<file path="src/rtl/uart_prog_loader.sv">
// uart_prog_loader
//   Receives a framed program image over a UART rx line (8N1, LSB first)
//   and writes it word by word into instruction memory.
//   Frame: LEN_HI LEN_LO | N x 4-byte words (MSB first) | XOR checksum byte.
//   done gates the pipeline; it rises only after the checksum verifies.
// Ports:
//   clk_i         system clock
//   reset_i       synchronous active-high reset
//   rx_i          UART serial input, idle high, asynchronous to clk_i
//   imem_we_o     one-cycle instruction memory write strobe
//   imem_addr_o   word address for imem_we_o (held between strobes)
//   imem_wdata_o  word data for imem_we_o (held between strobes)
//   busy_o        frame in progress (length received, checksum pending)
//   done_o        image loaded and verified; sticky until reset
//   error_o       framing/length/checksum error; cleared by next frame start
module uart_prog_loader #(
    parameter int CLKS_PER_BIT = 434,
    parameter int ADDR_WIDTH   = 10
) (
    input  logic                  clk_i,
    input  logic                  reset_i,
    input  logic                  rx_i,
    output logic                  imem_we_o,
    output logic [ADDR_WIDTH-1:0] imem_addr_o,
    output logic [31:0]           imem_wdata_o,
    output logic                  busy_o,
    output logic                  done_o,
    output logic                  error_o
);
    localparam int            CW      = $clog2(CLKS_PER_BIT);
    localparam logic [CW-1:0] HALF_M1 = CW'(CLKS_PER_BIT / 2 - 1);
    localparam logic [CW-1:0] FULL_M1 = CW'(CLKS_PER_BIT - 1);
    localparam logic [16:0]   MAX_LEN = 17'(1) << ADDR_WIDTH;

    typedef enum logic [2:0] {R_IDLE, R_START, R_DATA, R_STOP, R_WAIT} rx_st_e;
    typedef enum logic [2:0] {LEN_HI, LEN_LO, WORD, CHK, DONE} fr_st_e;

    // rx synchronizer plus one history flop for falling-edge detect
    logic rx_meta_q, rx_sync_q, rx_prev_q;

    rx_st_e          rs_q, rs_d;
    logic [CW-1:0]   cnt_q, cnt_d;
    logic [2:0]      bit_q, bit_d;
    logic [7:0]      sh_q, sh_d;
    logic            byte_valid, frame_err;

    fr_st_e                fs_q, fs_d;
    logic [15:0]           len_q, len_d;
    logic [15:0]           wcnt_q, wcnt_d;
    logic [1:0]            bcnt_q, bcnt_d;
    logic [23:0]           asm_q, asm_d;
    logic [7:0]            chk_q, chk_d;
    logic                  we_q, we_d, busy_q, busy_d, done_q, done_d, err_q, err_d;
    logic [ADDR_WIDTH-1:0] addr_q, addr_d;
    logic [31:0]           wdata_q, wdata_d;
    logic [15:0]           n_len;

    always_ff @(posedge clk_i) begin
        if (reset_i) begin
            rx_meta_q <= 1'b1;
            rx_sync_q <= 1'b1;
            rx_prev_q <= 1'b1;
            rs_q      <= R_IDLE;
            cnt_q     <= '0;
            bit_q     <= '0;
            sh_q      <= '0;
            fs_q      <= LEN_HI;
            len_q     <= '0;
            wcnt_q    <= '0;
            bcnt_q    <= '0;
            asm_q     <= '0;
            chk_q     <= '0;
            we_q      <= 1'b0;
            busy_q    <= 1'b0;
            done_q    <= 1'b0;
            err_q     <= 1'b0;
            addr_q    <= '0;
            wdata_q   <= '0;
        end else begin
            rx_meta_q <= rx_i;
            rx_sync_q <= rx_meta_q;
            rx_prev_q <= rx_sync_q;
            rs_q      <= rs_d;
            cnt_q     <= cnt_d;
            bit_q     <= bit_d;
            sh_q      <= sh_d;
            fs_q      <= fs_d;
            len_q     <= len_d;
            wcnt_q    <= wcnt_d;
            bcnt_q    <= bcnt_d;
            asm_q     <= asm_d;
            chk_q     <= chk_d;
            we_q      <= we_d;
            busy_q    <= busy_d;
            done_q    <= done_d;
            err_q     <= err_d;
            addr_q    <= addr_d;
            wdata_q   <= wdata_d;
        end
    end

    // UART byte receiver
    always_comb begin
        rs_d       = rs_q;
        cnt_d      = cnt_q + 1'b1;
        bit_d      = bit_q;
        sh_d       = sh_q;
        byte_valid = 1'b0;
        frame_err  = 1'b0;
        case (rs_q)
            R_IDLE: begin
                cnt_d = '0;
                if (rx_prev_q && !rx_sync_q) rs_d = R_START;
            end
            R_START: if (cnt_q == HALF_M1) begin
                cnt_d = '0;
                bit_d = '0;
                // line back high at mid start bit: glitch, not a start
                rs_d  = rx_sync_q ? R_IDLE : R_DATA;
            end
            R_DATA: if (cnt_q == FULL_M1) begin
                cnt_d = '0;
                sh_d  = {rx_sync_q, sh_q[7:1]};
                bit_d = bit_q + 1'b1;
                if (bit_q == 3'd7) rs_d = R_STOP;
            end
            R_STOP: if (cnt_q == FULL_M1) begin
                cnt_d = '0;
                if (rx_sync_q) begin
                    byte_valid = 1'b1;
                    rs_d       = R_IDLE;
                end else begin
                    frame_err = 1'b1;
                    rs_d      = R_WAIT;
                end
            end
            R_WAIT: begin
                // re-arm only once the line has returned high
                cnt_d = '0;
                if (rx_sync_q) rs_d = R_IDLE;
            end
            default: rs_d = R_IDLE;
        endcase
    end

    // Frame parser / memory writer
    always_comb begin
        fs_d    = fs_q;
        len_d   = len_q;
        wcnt_d  = wcnt_q;
        bcnt_d  = bcnt_q;
        asm_d   = asm_q;
        chk_d   = chk_q;
        we_d    = 1'b0;
        busy_d  = busy_q;
        done_d  = done_q;
        err_d   = err_q;
        addr_d  = addr_q;
        wdata_d = wdata_q;
        n_len   = {len_q[15:8], sh_q};
        if (byte_valid) begin
            case (fs_q)
                LEN_HI: begin
                    err_d       = 1'b0;
                    chk_d       = sh_q;
                    len_d[15:8] = sh_q;
                    busy_d      = 1'b1;
                    fs_d        = LEN_LO;
                end
                LEN_LO: begin
                    chk_d      = chk_q ^ sh_q;
                    len_d[7:0] = sh_q;
                    if ({1'b0, n_len} > MAX_LEN) begin
                        err_d  = 1'b1;
                        busy_d = 1'b0;
                        fs_d   = LEN_HI;
                    end else if (n_len == 16'd0) begin
                        fs_d = CHK;
                    end else begin
                        wcnt_d = '0;
                        bcnt_d = '0;
                        fs_d   = WORD;
                    end
                end
                WORD: begin
                    chk_d  = chk_q ^ sh_q;
                    asm_d  = {asm_q[15:0], sh_q};
                    bcnt_d = bcnt_q + 1'b1;
                    if (bcnt_q == 2'd3) begin
                        we_d    = 1'b1;
                        addr_d  = wcnt_q[ADDR_WIDTH-1:0];
                        wdata_d = {asm_q, sh_q};
                        wcnt_d  = wcnt_q + 1'b1;
                        if (wcnt_q == len_q - 16'd1) fs_d = CHK;
                    end
                end
                CHK: begin
                    busy_d = 1'b0;
                    if (sh_q == chk_q) begin
                        done_d = 1'b1;
                        fs_d   = DONE;
                    end else begin
                        err_d = 1'b1;
                        fs_d  = LEN_HI;
                    end
                end
                default: ;  // DONE: ignore everything until reset
            endcase
        end else if (frame_err && fs_q != DONE) begin
            err_d  = 1'b1;
            busy_d = 1'b0;
            fs_d   = LEN_HI;
        end
    end

    assign imem_we_o    = we_q;
    assign imem_addr_o  = addr_q;
    assign imem_wdata_o = wdata_q;
    assign busy_o       = busy_q;
    assign done_o       = done_q;
    assign error_o      = err_q;
endmodule

</file>
<file path="config.mk">
export PLATFORM = sky130hd
export DESIGN_NAME = uart_prog_loader
export DESIGN_NICKNAME = d
export VERILOG_FILES = /design/src/rtl/uart_prog_loader.sv
export SDC_FILE = /design/constraint.sdc
export NUM_CORES = 1
export LEC_CHECK = 0
export BUFFER_PORTS_ARGS = -buffer_cell sky130_fd_sc_hd__buf_2
export CORE_UTILIZATION = 33
export CTS_CLUSTER_SIZE = 12
export DETAILED_ROUTE_END_ITERATION = 16
export PLACE_DENSITY_LB_ADDON = 0.25
export RECOVER_POWER = 25
export SYNTH_ARGS = -nofsm -noshare
export SYNTH_HDL_FRONTEND = slang
export SYNTH_SLANG_ARGS = --single-unit
</file>
<file path="constraint.sdc">
create_clock -name clk_i -period 3.4 [get_ports clk_i]
set_input_delay 0.51 -clock clk_i [delete_from_list [all_inputs] [get_ports clk_i]]
set_output_delay 0.51 -clock clk_i [all_outputs]
set_load 0.02 [all_outputs]
</file>
==> results of run 1 <==
==> worst max path at each step <==
| stage | from | to | slack [ns] |
|---|---|---|---|
| finish | reset_i | rs_q[0] | 0.73 |
| global placement | len_q[0] | fs_q[0] | 0.83 |
| CTS | len_q[0] | fs_q[0] | 0.76 |
| detailed placement | len_q[0] | fs_q[0] | 0.79 |
| global route | len_q[0] | fs_q[2] | 0.50 |
| floorplan | len_q[0] | fs_q[0] | 1.02 |
==> placed cells by master, fill, tap and decap left out, types with 3 or more instances in the layout <==
cell,synthesis,layout
sky130_fd_sc_hd__a21oi_1,99,99
sky130_fd_sc_hd__a31oi_1,3,3
sky130_fd_sc_hd__and3_1,7,6
sky130_fd_sc_hd__buf_2,11,4
sky130_fd_sc_hd__buf_4,0,13
sky130_fd_sc_hd__bufinv_16,0,3
sky130_fd_sc_hd__clkbuf_1,36,44
sky130_fd_sc_hd__clkbuf_16,0,17
sky130_fd_sc_hd__dfxtp_1,141,141
sky130_fd_sc_hd__ha_1,8,8
sky130_fd_sc_hd__inv_1,10,10
sky130_fd_sc_hd__inv_6,0,3
sky130_fd_sc_hd__inv_8,0,6
sky130_fd_sc_hd__mux2i_1,20,20
sky130_fd_sc_hd__nand2_1,172,172
sky130_fd_sc_hd__nand2b_1,11,11
sky130_fd_sc_hd__nand3_1,16,16
sky130_fd_sc_hd__nand4_1,9,9
sky130_fd_sc_hd__nand4b_1,3,3
sky130_fd_sc_hd__nor2_1,75,75
sky130_fd_sc_hd__nor2b_1,5,5
sky130_fd_sc_hd__nor3_1,11,11
sky130_fd_sc_hd__nor4_1,7,7
sky130_fd_sc_hd__o211ai_1,10,10
sky130_fd_sc_hd__o21a_1,4,4
sky130_fd_sc_hd__o21ai_0,17,17
sky130_fd_sc_hd__or2_2,7,7
sky130_fd_sc_hd__or3_1,4,4
sky130_fd_sc_hd__xnor2_1,17,17
sky130_fd_sc_hd__xor2_1,29,29
==> metrics by stage <==
| step | worst slack, ns | util [%] | power, W |
|---|---|---|---|
| 5_1_grt | 0.496 | 39.4 | 0.00387 |
| 3_3_place_gp | 0.831 | 36.2 | 0.00177 |
| 4_1_cts | 0.764 | 39.7 | 0.00379 |
| 6_report | 0.733 | 39.4 | 0.00375 |
| 2_1_floorplan | 1.02 | - | 0.00175 |
| 3_5_place_dp | 0.791 | 36.2 | 0.00177 |
==> power breakdown <==
part / switching [W] / leakage [nW] / total (W) / internal, W
logic: 0.0000469 / 1.25 / 0.0000664 / 0.0000195
clock network: 0.000819 / 0.317 / 0.00202 / 0.00120
registers: 0.00000816 / 1.14 / 0.00166 / 0.00166
total: 0.000874 / 2.71 / 0.00375 / 0.00288
==> worst register-to-register path, cell delays in order (launching register included) <==
cell and delay (ns):
sky130_fd_sc_hd__dfxtp_1 0.35, sky130_fd_sc_hd__inv_1 0.07, sky130_fd_sc_hd__ha_1 0.21, sky130_fd_sc_hd__nor4b_4 0.46, sky130_fd_sc_hd__nand3_4 0.15, sky130_fd_sc_hd__or4b_4 0.51
sky130_fd_sc_hd__o211ai_2 0.08, sky130_fd_sc_hd__a21oi_2 0.08, sky130_fd_sc_hd__o41ai_2 0.42, sky130_fd_sc_hd__o22ai_1 0.12
==> cell families after synthesis <==
| logic type | synth area share, % |
|---|---|
| AND/OR/NAND/NOR | 25.6 |
| AO/OA/AOI/OAI | 14.5 |
| flip-flops | 44.7 |
| buffers and inverters | 3.74 |
| XOR/XNOR | 6.38 |
| multiplexers | 3.53 |
| adder cells (fa/ha/maj) | 1.58 |
==> registers in the layout, summed over array words and instances, names as in the netlist, 8 cells and up <==
register      flops
imem_wdata_o     32
asm_q            24
len_q            16
wcnt_q           16
imem_addr_o      10
cnt_q             9
chk_q             8
sh_q              8
==> area by class of cell <==
cell class                 count  area, um^2
tap                          234         293
inverter                      11        41.3
sequential                   141        2820
clock buffer                  17         425
timing repair buffer          62         303
clock inverter                15         218
multi-input combinational    577        3260
fill                        1919       11300
==> routing by layer <==
layer / routed length [um] / share of wire (%) / track usage (%) / vias to the layer above
met5: 0 / 0 / 0 / -
met4: 195 / 1.3 / 5.49 / 0
met3: 357 / 2.4 / 3.25 / 17
li1: - / - / - / 2708
met2: 6850 / 45 / 25.9 / 59
met1: 7750 / 51 / 21.9 / 2476
==> results.toml, run 1 <==
[status]
status = "complete, but fails checks"
failed_checks = "max-capacitance violations, max-slew violations"

[grt]
grt_pass1_vias = 4979
grt_antenna_before_repair = 0
grt_usage_pct = 16.3
grt_overflow = 0
grt_max_degree = 53
grt_first_pass_wirelength_mm = 25.5

[placed_design]
place_hpwl_mm = 10.0
gp_congestion = 0.838
placed_area_um2 = 6780
numPortBuffers = 48
place.detailed.instances = 1025

[critical_path]
cp_num_cells = 3
endpoint_kind = "register"
cp_cell_sequence = "clkbuf_1 > buf_4 > nor2_1"
critical_path_buf_inv_count = 2
crit_family = "buffers and inverters"
critical_path.reg2reg.startpoint = "len_q[0]"
worst_path_max_fanout = 52
crit_type = "in -> reg"
worstRegToRegCells = 9
cp.arrival_ns = 2.96
worst-r2r-setup-slack_ns = 0.74
r2r-end = "fs_q[2]"
critical-path-max-stage-delay_ns = 1.66
timing.critical_path.slowest_stage_cell = "sky130_fd_sc_hd__clkbuf_1"
cp.required_ns = 3.69
worstSetupStartpointType = "input pin"

[timing]
post-route-period-util_pct = 78.4
final-setup-viol-count = 0
timing.clock.skew_ns = 0.0133
hold_violations = 0
drv_slew = 53
hold_slack_ns = 0.268
rsz_0062_raised_after_global_routing = "false"
transition_at_the_pin_with_the_smallest_max_transition_slack_ns = 2.39
fmaxAchievable_mhz = 375
totalNegativeSetupSlack_ns = 0
post-route-min-period_ns = 2.67
maxSlewHeadroom_pct = -59.3

[cts]
worst_skew_pair_later_pin_latency_ns = 0.43
cts_max_path_buffers = 2
clock_sinks = 141
clkTransAtPathRegs_ns = 0.06
cts_setup_buffers = 0
post_cts_hold_buffer_count = 0
htree_levels = 4
clock_tree.root_cell = "sky130_fd_sc_hd__clkbuf_16"
cts_buf_count = 17
tritoncts = "built"
post_cts_resize_count = 0

[final_layout]
n_antenna_cell = 0
finish.instance_area_um2 = 7360
design.final.nets = 821
final-instance-count-excl-fill = 1057
areaGrowthSynthToFinish_pct = 16.5
post_route_cells_drive_above_1_share_pct = 8.99

[power_and_ir_drop]
max-vdd-ir-drop_mv = 0.303
power_per_cell_area_nw_per_um2 = 509
cellLeakagePower_nw = 2.71

[route]
detail_route.drc_violations = 0
detail_route.vias_per_cell = 4.98
post_drt_wl_per_cell_um = 14.3
ant_nets = 0
detailedRoute.firstPassIterationCount = 4
drt_first_iter_violations = 261
dr_total_vias = 5260
finalWirelength_mm = 15.2

[synthesis]
netlist-cell-type-count = 62
synth_common_cells = "sky130_fd_sc_hd__nand2_1, sky130_fd_sc_hd__dfxtp_1, sky130_fd_sc_hd__a21oi_1"
post_synth_inst_count = 777
syn_nets = 788
postSynth.topFlopCell = "sky130_fd_sc_hd__dfxtp_1"
ys.warnings.count = 0
synth.cell_area_um2 = 6320
synth_top_area_cell = "sky130_fd_sc_hd__dfxtp_1"
synth-edff-count = 0
synth_area_leaders = "sky130_fd_sc_hd__dfxtp_1, sky130_fd_sc_hd__nand2_1, sky130_fd_sc_hd__a21oi_1, sky130_fd_sc_hd__nor2_1, sky130_fd_sc_hd__xor2_1"
area_fraction_of_the_dominant_cell_type_after_synthesis_pct = 44.7
synth-seq-area-share_pct = 44.7
postSynth.asyncResetShare_pct = 0
library_cell_with_the_highest_instance_count_after_synthesis = "sky130_fd_sc_hd__nand2_1"
synthesized_flop_and_latch_total = 141
syn_area_per_cell_um2 = 8.13

[floorplanning]
die-height_um = 140
initial_utilization_pct = 33.8
core_region_area_um2 = 18700
die-width_um = 140
std_cell_rows = 50
dieArea_um2 = 19700
ioPinCount = 49

[hold_path]
sink_of_the_worst_hold_path = "rx_meta_q"
hp-start = "rx_i"
min_delay_path_depth = 2
worstHoldPathType = "in -> reg"

[flow_run]
maxCapViolCount = 1
Power figures use the tool's default switching activity.
==> run 2, diff against run 1 <==
clock period = 2.25 ns   (was 3.4 ns; I/O delays follow)
==> results.toml, run 2 (synthesized netlist as in run 1, its figures left out) <==
[hold_path]
hp-start = "rx_i"
worstHoldPathType = "in -> reg"

[critical_path]
timing.critical_path.mode_cell = "sky130_fd_sc_hd__nand4_1"
cp_cell_sequence = "nor4_4 > nand4_1 > or4b_4 > o311ai_2 > nand4_1 > o41ai_2 > buf_4 > mux2i_1"
timing.critical_path.slowest_stage_cell = "sky130_fd_sc_hd__or4b_4"
critical-path-max-stage-delay_ns = 0.54
crit_family = "simple AND/OR/NAND/NOR gates"
worstSetupStartpointType = "register"
worst-r2r-setup-slack_ns = -0.04
critical_path.reg2reg.startpoint = "len_q[8]"
critPathLaunch = "len_q[8]"
worst_path_max_fanout = 4
crit_type = "reg -> reg"
critical_path_buf_inv_count = 1
cp.arrival_ns = 2.65
endpoint_kind = "register"
cp.required_ns = 2.61

[floorplanning]
die-width_um = 140
initial_utilization_pct = 33.8
dieArea_um2 = 19700
die-height_um = 140
std_cell_rows = 50
ioPinCount = 49
core_region_area_um2 = 18700

[final_layout]
areaGrowthSynthToFinish_pct = 28.1
final_util_pct = 43.3
final-instance-count-excl-fill = 1126
post_route_cells_drive_above_1_share_pct = 19.4
largest_register_ff_count = 32
n_antenna_cell = 0
design.final.nets = 890
layout.cells.most_common = "sky130_fd_sc_hd__nand2_1"
final_cell_mix = "sky130_fd_sc_hd__nand2_1, sky130_fd_sc_hd__dfxtp_1, sky130_fd_sc_hd__a21oi_1"

[cts]
htree_levels = 4
tritoncts = "built"
clock_tree.root_cell = "sky130_fd_sc_hd__clkbuf_16"
clock_sinks = 141
clkTransAtPathRegs_ns = 0.07
cts_buf_count = 17
worst_skew_pair_later_pin_latency_ns = 0.44
cts_max_path_buffers = 2

[timing]
fmaxAchievable_mhz = 436
post-route-period-util_pct = 102
hold_violations = 0
maxSlewHeadroom_pct = 67.4
post-route-min-period_ns = 2.29
worst_slack_ns = -0.0417
transition_at_the_pin_with_the_smallest_max_transition_slack_ns = 0.488
final-setup-viol-count = 2
hold_slack_ns = 0.102
timing.clock.skew_ns = 0.0152
rsz_0062_raised_after_global_routing = "true"
drv_slew = 0

[route]
detail_route.vias_per_cell = 4.87
drt_first_iter_violations = 241
post_drt_wl_per_cell_um = 14.2
detailedRoute.firstPassIterationCount = 4
dr_total_vias = 5484
finalWirelength_mm = 16.0
ant_nets = 0
detail_route.drc_violations = 0

[power_and_ir_drop]
max-vdd-ir-drop_mv = 0.423
cellLeakagePower_nw = 3.11
power_per_cell_area_nw_per_um2 = 680

[grt]
grt_first_pass_wirelength_mm = 26.0
grt_max_degree = 70
grt_pass1_vias = 5086
grt_antenna_before_repair = 0
grt_usage_pct = 16.7
grt_overflow = 0

[status]
failed_checks = "negative setup slack"
status = "complete, but fails checks"

[placed_design]
dpl_worst_slack_ns = -0.0883
numPortBuffers = 48
gp_congestion = 0.789
place_hpwl_mm = 10.6
place.detailed.instances = 1090

[flow_run]
maxCapViolCount = 0
-- run 2: final cells by class --
cell class,instances,area [um^2]
clock buffer,17,425
clock inverter,15,189
fill,1861,10600
inverter,11,41.3
multi-input combinational,577,3430
sequential,141,2830
tap,234,293
timing repair buffer,131,881
-- run 2: what timing repair did --
action,in CTS,in global routing
gates cloned,0,1
buffers inserted,1,2
gates resized for setup,5,26
pin swaps,6,11
endpoints found under the setup margin,11,72
hold buffers,0,0
-- run 2: power breakdown --
group	switching (W)	internal (W)	total, W
logic	0.0000860	0.0000550	0.000141
clock network	0.00133	0.00152	0.00285
registers	0.00000577	0.00250	0.00251
total	0.00143	0.00407	0.00550
-- run 2: stage by stage --
stage | instance area, um^2 | total power, W | TNS (ns)
after floorplan | 6350 | 0.00265 | -0.000856
after global placement | 7320 | 0.00270 | -0.193
after detailed placement | 7320 | 0.00270 | -0.381
after CTS | 7980 | 0.00555 | -0.0357
after global routing | 8090 | 0.00567 | -0.498
final | 8090 | 0.00550 | -0.0500
-- run 2: worst paths after layout --
kind | end | depth (start not counted)
worst max-delay path | fs_q[0] | 8
worst min-delay path | rx_meta_q | 2
worst max register to register | fs_q[0] | 8
worst min register to register | rx_sync_q | 1
-- run 2: metal layers --
| metal | vias to the layer above | GRT usage, % | share of wire (%) |
|---|---|---|---|
| li1 | 2839 | - | - |
| met4 | 0 | 5.03 | 1.1 |
| met1 | 2563 | 22.1 | 49 |
| met3 | 15 | 3.62 | 3.0 |
| met2 | 67 | 27.1 | 47 |
| met5 | - | 0 | 0 |
-- run 2: worst register-to-register path, cell delays in order, from the launching register on --
cell and delay (ns):
sky130_fd_sc_hd__dfxtp_4 0.36, sky130_fd_sc_hd__nor4_4 0.29, sky130_fd_sc_hd__nand4_1 0.16, sky130_fd_sc_hd__or4b_4 0.54, sky130_fd_sc_hd__o311ai_2 0.09, sky130_fd_sc_hd__nand4_1 0.15, sky130_fd_sc_hd__o41ai_2 0.29, sky130_fd_sc_hd__buf_4 0.18
sky130_fd_sc_hd__mux2i_1 0.16
